--- config.mk ---
export PLATFORM = sky130hd
export DESIGN_NAME = stream_demux_n
export DESIGN_NICKNAME = d
export VERILOG_FILES = /design/src/rtl/stream_demux_n_pkg.sv /design/src/rtl/stream_demux_match.sv /design/src/rtl/stream_demux_n.sv
export SDC_FILE = /design/constraint.sdc
export NUM_CORES = 1
export LEC_CHECK = 0
export CORE_MARGIN = 10
export CORE_UTILIZATION = 41
export CTS_CLUSTER_SIZE = 30
export DETAILED_ROUTE_END_ITERATION = 8
export PLACE_DENSITY = 0.78
export SYNTH_ARGS = -nofsm -noshare
export SYNTH_HDL_FRONTEND = slang
export SYNTH_SLANG_ARGS = --single-unit
--- constraint.sdc ---
create_clock -name clk -period 4.1 [get_ports clk]
set_clock_uncertainty 0.05 [all_clocks]
set_input_delay 1.23 -clock clk [delete_from_list [all_inputs] [get_ports clk]]
set_output_delay 1.23 -clock clk [all_outputs]
set_load 0.05 [all_outputs]
--- src/rtl/stream_demux_n_pkg.sv ---
// Shared constants for the N-way stream demux: well-known CHDR UDP ports,
// the DROP select encoding and the packet-framing state type.
package stream_demux_n_pkg;

  localparam logic [15:0] CHDR_PORT_CTRL = 16'd49200;
  localparam logic [15:0] CHDR_PORT_TX   = 16'd49202;
  localparam logic [15:0] CHDR_PORT_RX   = 16'd49204;

  typedef enum logic {
    ST_FIRST = 1'b0,
    ST_MID   = 1'b1
  } demuxState_e;

  // Select width must hold every output index plus one extra DROP code.
  function automatic int selWidth(input int numOut);
    return (numOut < 1) ? 1 : $clog2(numOut + 1);
  endfunction

  function automatic int dropCode(input int numOut);
    return numOut;
  endfunction

endpackage

--- src/rtl/stream_demux_match.sv ---
// Combinational key lookup: compares the port key against every PORT_LIST
// entry and returns the lowest matching index, or the DROP code.
module stream_demux_match
  import stream_demux_n_pkg::*;
#(
  parameter int                          USER_W    = 16,
  parameter int                          NUM_OUT   = 3,
  parameter int                          SEL_W     = 2,
  parameter logic [NUM_OUT*USER_W-1:0]   PORT_LIST = '0
) (
  input  logic [USER_W-1:0] i_key,
  output logic [SEL_W-1:0]  o_sel
);

  logic [SEL_W-1:0] w_sel;

  // Scan from the top down so the lowest matching index is the one kept.
  always_comb begin
    w_sel = SEL_W'(dropCode(NUM_OUT));
    for (int i = NUM_OUT - 1; i >= 0; i--) begin
      if (i_key == PORT_LIST[i*USER_W +: USER_W]) begin
        w_sel = SEL_W'(i);
      end
    end
  end

  assign o_sel = w_sel;

endmodule

--- src/rtl/stream_demux_n.sv ---
// N-way AXI-Stream packet demux keyed on tuser; unmatched packets are consumed
// and counted. Routing is decided on the first beat with zero added latency.
module stream_demux_n
  import stream_demux_n_pkg::*;
#(
  parameter int                        CHDR_W    = 64,
  parameter int                        USER_W    = 16,
  parameter int                        NUM_OUT   = 3,
  parameter logic [NUM_OUT*USER_W-1:0] PORT_LIST = {CHDR_PORT_RX, CHDR_PORT_TX, CHDR_PORT_CTRL},
  parameter logic [NUM_OUT-1:0]        DROP_LIST = '0,
  parameter int                        CNT_W     = 32
) (
  input  logic                        clk,
  input  logic                        reset_n,
  input  logic                        clear,
  input  logic [CHDR_W-1:0]           i_tdata,
  input  logic [USER_W-1:0]           i_tuser,
  input  logic                        i_tlast,
  input  logic                        i_tvalid,
  output logic                        i_tready,
  output logic [NUM_OUT*CHDR_W-1:0]   o_tdata,
  output logic [NUM_OUT-1:0]          o_tlast,
  output logic [NUM_OUT-1:0]          o_tvalid,
  input  logic [NUM_OUT-1:0]          o_tready,
  output logic [NUM_OUT*CNT_W-1:0]   pkt_cnt,
  output logic [CNT_W-1:0]            drop_cnt
);

  localparam int               SEL_W    = selWidth(NUM_OUT);
  localparam logic [SEL_W-1:0] DROP_SEL = SEL_W'(dropCode(NUM_OUT));

  demuxState_e                       r_state;
  logic [SEL_W-1:0]                  r_sel;
  logic [NUM_OUT-1:0][CNT_W-1:0]     r_pktCnt;
  logic [CNT_W-1:0]                  r_dropCnt;

  logic [SEL_W-1:0]   w_matchSel;
  logic [SEL_W-1:0]   w_route;
  logic [NUM_OUT-1:0] w_oValid;
  logic               w_iReady;
  logic               w_active;
  logic               w_hs;

  stream_demux_match #(
    .USER_W    (USER_W),
    .NUM_OUT   (NUM_OUT),
    .SEL_W     (SEL_W),
    .PORT_LIST (PORT_LIST)
  ) u_match (
    .i_key (i_tuser),
    .o_sel (w_matchSel)
  );

  assign w_route  = (r_state == ST_MID) ? r_sel : w_matchSel;
  assign w_active = reset_n & ~clear;

  // Sinks and DROP swallow beats; reset and clear hold everything quiet.
  always_comb begin
    w_oValid = '0;
    w_iReady = 1'b0;
    if (w_route == DROP_SEL) begin
      w_iReady = 1'b1;
    end else begin
      for (int i = 0; i < NUM_OUT; i++) begin
        if (w_route == SEL_W'(i)) begin
          if (DROP_LIST[i]) begin
            w_iReady = 1'b1;
          end else begin
            w_iReady    = o_tready[i];
            w_oValid[i] = i_tvalid;
          end
        end
      end
    end
    if (!w_active) begin
      w_oValid = '0;
      w_iReady = 1'b0;
    end
  end

  assign w_hs = i_tvalid & w_iReady;

  always_ff @(posedge clk or negedge reset_n) begin
    if (!reset_n) begin
      r_state <= ST_FIRST;
      r_sel   <= '0;
    end else if (clear) begin
      r_state <= ST_FIRST;
      r_sel   <= '0;
    end else if (w_hs) begin
      if (i_tlast) begin
        r_state <= ST_FIRST;
      end else if (r_state == ST_FIRST) begin
        r_state <= ST_MID;
        r_sel   <= w_route;
      end
    end
  end

  always_ff @(posedge clk or negedge reset_n) begin
    if (!reset_n) begin
      r_pktCnt  <= '0;
      r_dropCnt <= '0;
    end else if (clear) begin
      r_pktCnt  <= '0;
      r_dropCnt <= '0;
    end else if (w_hs && i_tlast) begin
      if (w_route == DROP_SEL) begin
        r_dropCnt <= r_dropCnt + CNT_W'(1);
      end
      for (int i = 0; i < NUM_OUT; i++) begin
        if (w_route == SEL_W'(i)) begin
          r_pktCnt[i] <= r_pktCnt[i] + CNT_W'(1);
        end
      end
    end
  end

  assign o_tdata  = {NUM_OUT{i_tdata}};
  assign o_tlast  = {NUM_OUT{i_tlast}};
  assign o_tvalid = w_oValid;
  assign i_tready = w_iReady;
  assign pkt_cnt  = r_pktCnt;
  assign drop_cnt = r_dropCnt;

endmodule

==> results.cfg, run 1 <==
[outcome]
status = complete, no violations

[synthesis]
ys_types = 48
async_flop_share_pct = 100
synth-main-ff-cell = dfrtp_1
yosys_warnings = 0
synth_seq_cells = 131
avgSynthCellArea_um2 = 8.76
syn_area_um2 = 8420
synth_edf_count = 0
ys_seq_area_share_pct = 38.9
netlist_instances = 961
syn_nets = 1053

[worst_setup_path]
cp_max_fo = 4
r2r-end = pkt_cnt[58]
worstPathArrival_ns = 2.72
endpoint_kind = output port
r2r-start = r_state
critPathRequiredTime_ns = 2.82
startpoint_type = input pin
path_class = in2out
ff2ff_setup_slack_ns = 1.24
r2r.worst_path.cells = 10

[cts]
clockRootBuffer = clkbuf_16
h-tree-depth = 4
clock_latency_ns = 0.42
path_clk_slew_ns = 0.05
clockBufferDepth = 2
hold_buffers = 0
clkSinkCount = 131
cts_made_buffers = 17
tritoncts = built

[grt]
grt_pass1_vias = 6876
busiest_layer = met2
use_met2_pct = 28.3
grt_util_met1_pct = 19.6
met3_usage_pct = 6.39
grt_max_degree = 71
grt_use_total_pct = 17.3
grt_antenna_before_repair = 2
grt_first_pass_wirelength_mm = 37.2
overflow = 0

[sta]
period_needed_ns = 4.00
fmax_mhz = 250
setup_violations = 0
hold_viol = 0
relSlewSlack_pct = 41.4
fin_crit_sh_pct = 97.5
worstMarginPinSlew_ns = 0.878
finalMaxSlewViolations = 0
tns_ns = 0

[pwr]
power_density_nw_per_um2 = 319
peakVddDrop_uv = 254
cellLeakagePower_nw = 3.73
p_total_mw = 3.13

[die]
io-pin-count = 415
dieWidth_um = 163
start_util_pct = 41.6
dieArea_um2 = 26700
dieHeight_um = 163
core-area_um2 = 20200
row_count = 52

[routing]
via_per_inst = 5.38
remaining_drc_errors = 0
wirelength_mm = 23.3
vias = 6623
ant_nets = 0
wire_per_inst_um = 18.9
drtPass1Iterations = 4
drt_iter0_markers = 336

[cells_and_area]
drive_gt1_share_pct = 11.6
synthToLayoutAreaGrowth_pct = 16.4
stdcell_count = 1232
nNetsFinal = 1042

[flow_run]
drv_cap = 0

[placement]
dpl.hpwl_mm = 16.8
portBuffers = 158
gp_congestion = 0.781
place_inst = 1190

[min_path]
holdPathStages = 1
hold_class = reg2reg
hold_start = pkt_cnt[66]
min_to = pkt_cnt[66]
==> through the flow <==
step	worst slack, ns	instance area, µm²	utilization, %	hold WS, ns
after detailed placement	-0.416	9060	44.8	0.448
after global placement	-0.277	9060	44.8	0.434
after global routing	-0.0424	9800	48.4	0.479
final	0.103	9800	48.4	0.461
after floorplan	-0.0762	8450	-	0.470
after CTS	0.0161	9750	48.2	0.462
==> layer usage <==
layer	part of all wire [%]	wire length (µm)
met5	0.056	13
met4	3.5	818
met1	39	9120
met3	8.1	1880
met2	49	11400
==> critical path, stage by stage <==
cell	delay (ns)
dlygate4sd2_1	0.26
nor4_2	0.23
buf_4	0.16
nand4_1	0.18
a22oi_2	0.27
nor2b_4	0.23
buf_12	0.15
==> final cells by class <==
class | instances | area, µm²
clock buffers | 17 | 425
inverters | 19 | 71.3
clock inverters | 13 | 210
diodes | 1 | 2.50
fillers | 1891 | 10400
flip-flops and latches | 131 | 3280
repair buffers | 201 | 1930
well taps | 270 | 338
multi-input cells | 580 | 3540
==> power breakdown <==
group / switching (mW) / internal (mW) / total [mW]
combinational: 0.105 / 0.0513 / 0.157
sequential: 0.00281 / 1.29 / 1.30
clock: 0.600 / 1.07 / 1.67
==> repair_timing <==
action                     in CTS  in global routing
pin swaps                      11                 10
setup buffers                   7                  4
gates resized for setup        24                 20
setup endpoints to repair       4                  4
==> synth_stat cells (2+ instances only) <==
| master | n | area [µm²] |
|---|---|---|
| nor2b_1 | 5 | 31.3 |
| and3_1 | 12 | 75.1 |
| buf_4 | 195 | 1460 |
| or2_2 | 2 | 12.5 |
| nand4_1 | 38 | 238 |
| o31ai_1 | 5 | 37.5 |
| and4bb_2 | 2 | 25.0 |
| nor4_1 | 24 | 150 |
| inv_1 | 19 | 71.3 |
| a21oi_1 | 34 | 170 |
| or4_1 | 7 | 52.6 |
| and4_1 | 15 | 131 |
| xor2_1 | 35 | 307 |
| o211ai_1 | 3 | 22.5 |
| clkbuf_1 | 35 | 131 |
| ha_1 | 4 | 50.1 |
| mux2i_1 | 3 | 30.0 |
| o21ai_0 | 26 | 130 |
| nor3_1 | 43 | 215 |
| nand2_1 | 57 | 214 |
| or3_1 | 22 | 138 |
| nand4b_1 | 4 | 35.0 |
| nor2_1 | 110 | 413 |
| dfrtp_1 | 131 | 3280 |
| xnor2_1 | 59 | 517 |
| and2_1 | 4 | 25.0 |
| nand3_1 | 44 | 220 |
| nand3b_1 | 3 | 22.5 |
==> registers in the layout, indices dropped and copies added, names as in the netlist <==
| name | count |
|---|---|
| pkt_cnt | 96 |
| drop_cnt | 32 |
| r_state | 1 |
| r_sel | 2 |
==> cell families (layout without fill, tap and decap cells) <==
| logic type | Yosys count | after routing | synth area share [%] |
|---|---|---|---|
| AO/OA/AOI/OAI | 79 | 79 | 5.65 |
| XOR/XNOR | 94 | 94 | 9.78 |
| adder cells (fa/ha/maj) | 4 | 4 | 0.594 |
| buffers and inverters | 250 | 250 | 19.8 |
| flip-flops | 131 | 131 | 38.9 |
| multiplexers | 3 | 3 | 0.357 |
| other | 0 | 1 | 0 |
| AND/OR/NAND/NOR | 400 | 400 | 24.8 |
==> worst max path at each step <==
stage	startpoint	to	slack, ns	depth (start not counted)
after floorplan	i_tuser[9]	o_tvalid[0]	-0.08	5
after global placement	i_tuser[0]	i_tready	-0.28	8
after detailed placement	i_tuser[0]	i_tready	-0.42	8
after CTS	i_tuser[3]	i_tready	0.02	8
after global routing	i_tuser[2]	o_tvalid[0]	-0.04	7
final	i_tuser[2]	o_tvalid[0]	0.10	7
==> cells in the final DEF, fill, tap and decap left out, types with 35 or more instances in the layout <==
master           synthesis  final
nor3_1                  43     43
nand2_1                 57     56
xor2_1                  35     35
nand3_1                 44     44
nor2_1                 110    108
dfrtp_1                131    131
xnor2_1                 59     59
clkdlybuf4s50_1          0    133
buf_4                  195     43
nand4_1                 38     38
(Power assumes the default switching activity.)
==> run 2: changes to the inputs <==
--- a/config.mk
+++ b/config.mk
@@ -9,6 +9,7 @@
 export CORE_UTILIZATION = 41
 export CTS_CLUSTER_SIZE = 30
 export DETAILED_ROUTE_END_ITERATION = 8
+export MAX_ROUTING_LAYER = met4
 export PLACE_DENSITY = 0.78
 export SYNTH_ARGS = -nofsm -noshare
 export SYNTH_HDL_FRONTEND = slang
==> run 2 against run 1 <==
  * Sequential power is essentially flat
  * Highest routed layer is now met4
  * Maximum frequency shrank 0.45%
  * Wire length shrank 0.13%
  * Power is essentially flat
  * Largest cell class unchanged
  * Final cell count grew 0.16%
==> results.cfg, run 2 (synthesized netlist as in run 1, its figures left out) <==
[cells_and_area]
multi_input_area_um2 = 3540
synthToLayoutAreaGrowth_pct = 16.5
drive_gt1_share_pct = 11.6
layout_common_cells = clkdlybuf4s50_1 (133), dfrtp_1 (131), nor2_1 (108)
fillers = 1891
stdcell_count = 1234
largest_reg_flops = 96
nNetsFinal = 1042
seqCellArea_um2 = 3280
fin_util_pct = 48.5
stdcell_area_um2 = 9810
layout_commonest_cell = clkdlybuf4s50_1

[die]
io-pin-count = 415
dieWidth_um = 163
start_util_pct = 41.6
dieArea_um2 = 26700
dieHeight_um = 163
core-area_um2 = 20200
row_count = 52

[sta]
setup_slack_ns = 0.0854
whs_ns = 0.460
finalMaxSlewViolations = 0
setup_violations = 0
fmax_mhz = 249
hold_viol = 0
fin_crit_sh_pct = 97.9
relSlewSlack_pct = 40.7
period_needed_ns = 4.01
worstMarginPinSlew_ns = 0.889

[worst_setup_path]
r2r-end = pkt_cnt[58]
crit_chain = dlygate4sd2_1 -> nor4_2 -> buf_4 -> nand4_1 -> a22oi_2 -> nor2b_4 -> buf_12
r2r-start = r_state
cp_slowest_cell = a22oi_2
crit_path_max_incr_delay_ns = 0.28
endpoint_kind = output port
worstPathArrival_ns = 2.73
critPathRequiredTime_ns = 2.82
startpoint_type = input pin
path_class = in2out
ff2ff_setup_slack_ns = 1.25
cp_max_fo = 4
r2r.worst_path.cells = 10

[pwr]
power_density_nw_per_um2 = 319
p_sw_share_pct = 22.6
cellLeakagePower_nw = 3.73
p_sw_uw = 708
p_seq_share_pct = 41.5
peakVddDrop_uv = 254
p_comb_share_pct = 5.0
clkPwrFrac_pct = 53.5
p_int_mw = 2.42

[min_path]
hold_class = reg2reg
hold_start = pkt_cnt[66]
min_to = pkt_cnt[66]
holdPathStages = 1

[placement]
dpl_cell_area_um2 = 9060
place_inst = 1190
gp_congestion = 0.791
portBuffers = 158
dpl.hpwl_mm = 16.8
place_ws_ns = -0.416

[cts]
path_clk_slew_ns = 0.05
clkSinkCount = 131
cts_made_buffers = 17
h-tree-depth = 4
tritoncts = built
clockRootBuffer = clkbuf_16
clock_latency_ns = 0.41
hold_buffers = 0
clockBufferDepth = 2

[routing]
drtPass1Iterations = 5
vias = 6637
wirelength_mm = 23.2
remaining_drc_errors = 0
drt_iter0_markers = 396
wire_per_inst_um = 18.8
via_per_inst = 5.38
ant_nets = 0

[grt]
grt_max_degree = 71
overflow = 0
grt_antenna_before_repair = 2
grt_use_total_pct = 17.9
grt_first_pass_wirelength_mm = 37.2
grt_pass1_vias = 6857

[flow_run]
drv_cap = 0

[outcome]
status = complete, no violations
run 2: cell count changes in the layout (fill, tap and decap cells not counted):
cell / before / now
diode_2: 1 / 3
run 2: per-stage QoR:
stage | setup TNS (ns) | power, mW
6_report | 0 | 3.13
5_1_grt | -0.0461 | 3.24
3_5_place_dp | -1.18 | 1.47
3_3_place_gp | -0.785 | 1.47
4_1_cts | 0 | 3.16
2_1_floorplan | -0.100 | 1.89
run 2: cell type report:
cell class | instances | area share (%)
multi-input cells | 580 | 36.1
repair buffers | 201 | 19.7
flip-flops and latches | 131 | 33.4
clock buffers | 17 | 4.34
clock inverters | 13 | 2.14
well taps | 270 | 3.44
diodes | 3 | 0.0766
inverters | 19 | 0.727
run 2: worst max-delay path by stage:
stage                     startpoint           to  depth (start not counted)
after floorplan           i_tuser[9]  o_tvalid[0]                          5
after global placement    i_tuser[0]     i_tready                          8
after detailed placement  i_tuser[0]     i_tready                          8
after CTS                 i_tuser[3]     i_tready                          8
after global routing      i_tuser[2]  o_tvalid[0]                          7
final                     i_tuser[2]  o_tvalid[0]                          7
run 2: critical path: cells and delay by family:
family | cells | cell delay (ns)
buffers and inverters | 3 | 0.57
and+or+nand+nor | 3 | 0.64
AOI/OAI and AO/OA | 1 | 0.28
run 2: routing by layer:
layer	share of wire [%]	up-vias	track usage (%)	wire, µm
met1	40	3215	20.4	9230
met3	7.4	76	5.79	1720
li1	-	3091	-	-
met5	0	-	-	0
met4	3.3	0	8.03	765
met2	50	255	28.2	11500
run 2: power by group through the flow:
stage	logic, mW	registers [mW]	clock network [mW]
after global placement	0.154	1.32	0
after CTS	0.155	1.30	1.70
after global routing	0.172	1.30	1.77
final	0.157	1.30	1.67
after floorplan	0.564	1.32	0
after detailed placement	0.154	1.32	0
run 2: repair_timing:
action                     4_1_cts  5_1_grt
setup endpoints to repair        4        4
pin swaps                       11       10
resized for setup               24       20
buffers inserted                 7        4
==> run 3: changes to the inputs <==
--- a/config.mk
+++ b/config.mk
@@ -7,6 +7,7 @@
 export LEC_CHECK = 0
 export CORE_MARGIN = 10
 export CORE_UTILIZATION = 41
+export CTS_CLUSTER_DIAMETER = 50
 export CTS_CLUSTER_SIZE = 30
 export DETAILED_ROUTE_END_ITERATION = 8
 export MAX_ROUTING_LAYER = met4
==> results of run 3 <==
The final DEF is identical to that of run 2; final timing and power are the same.
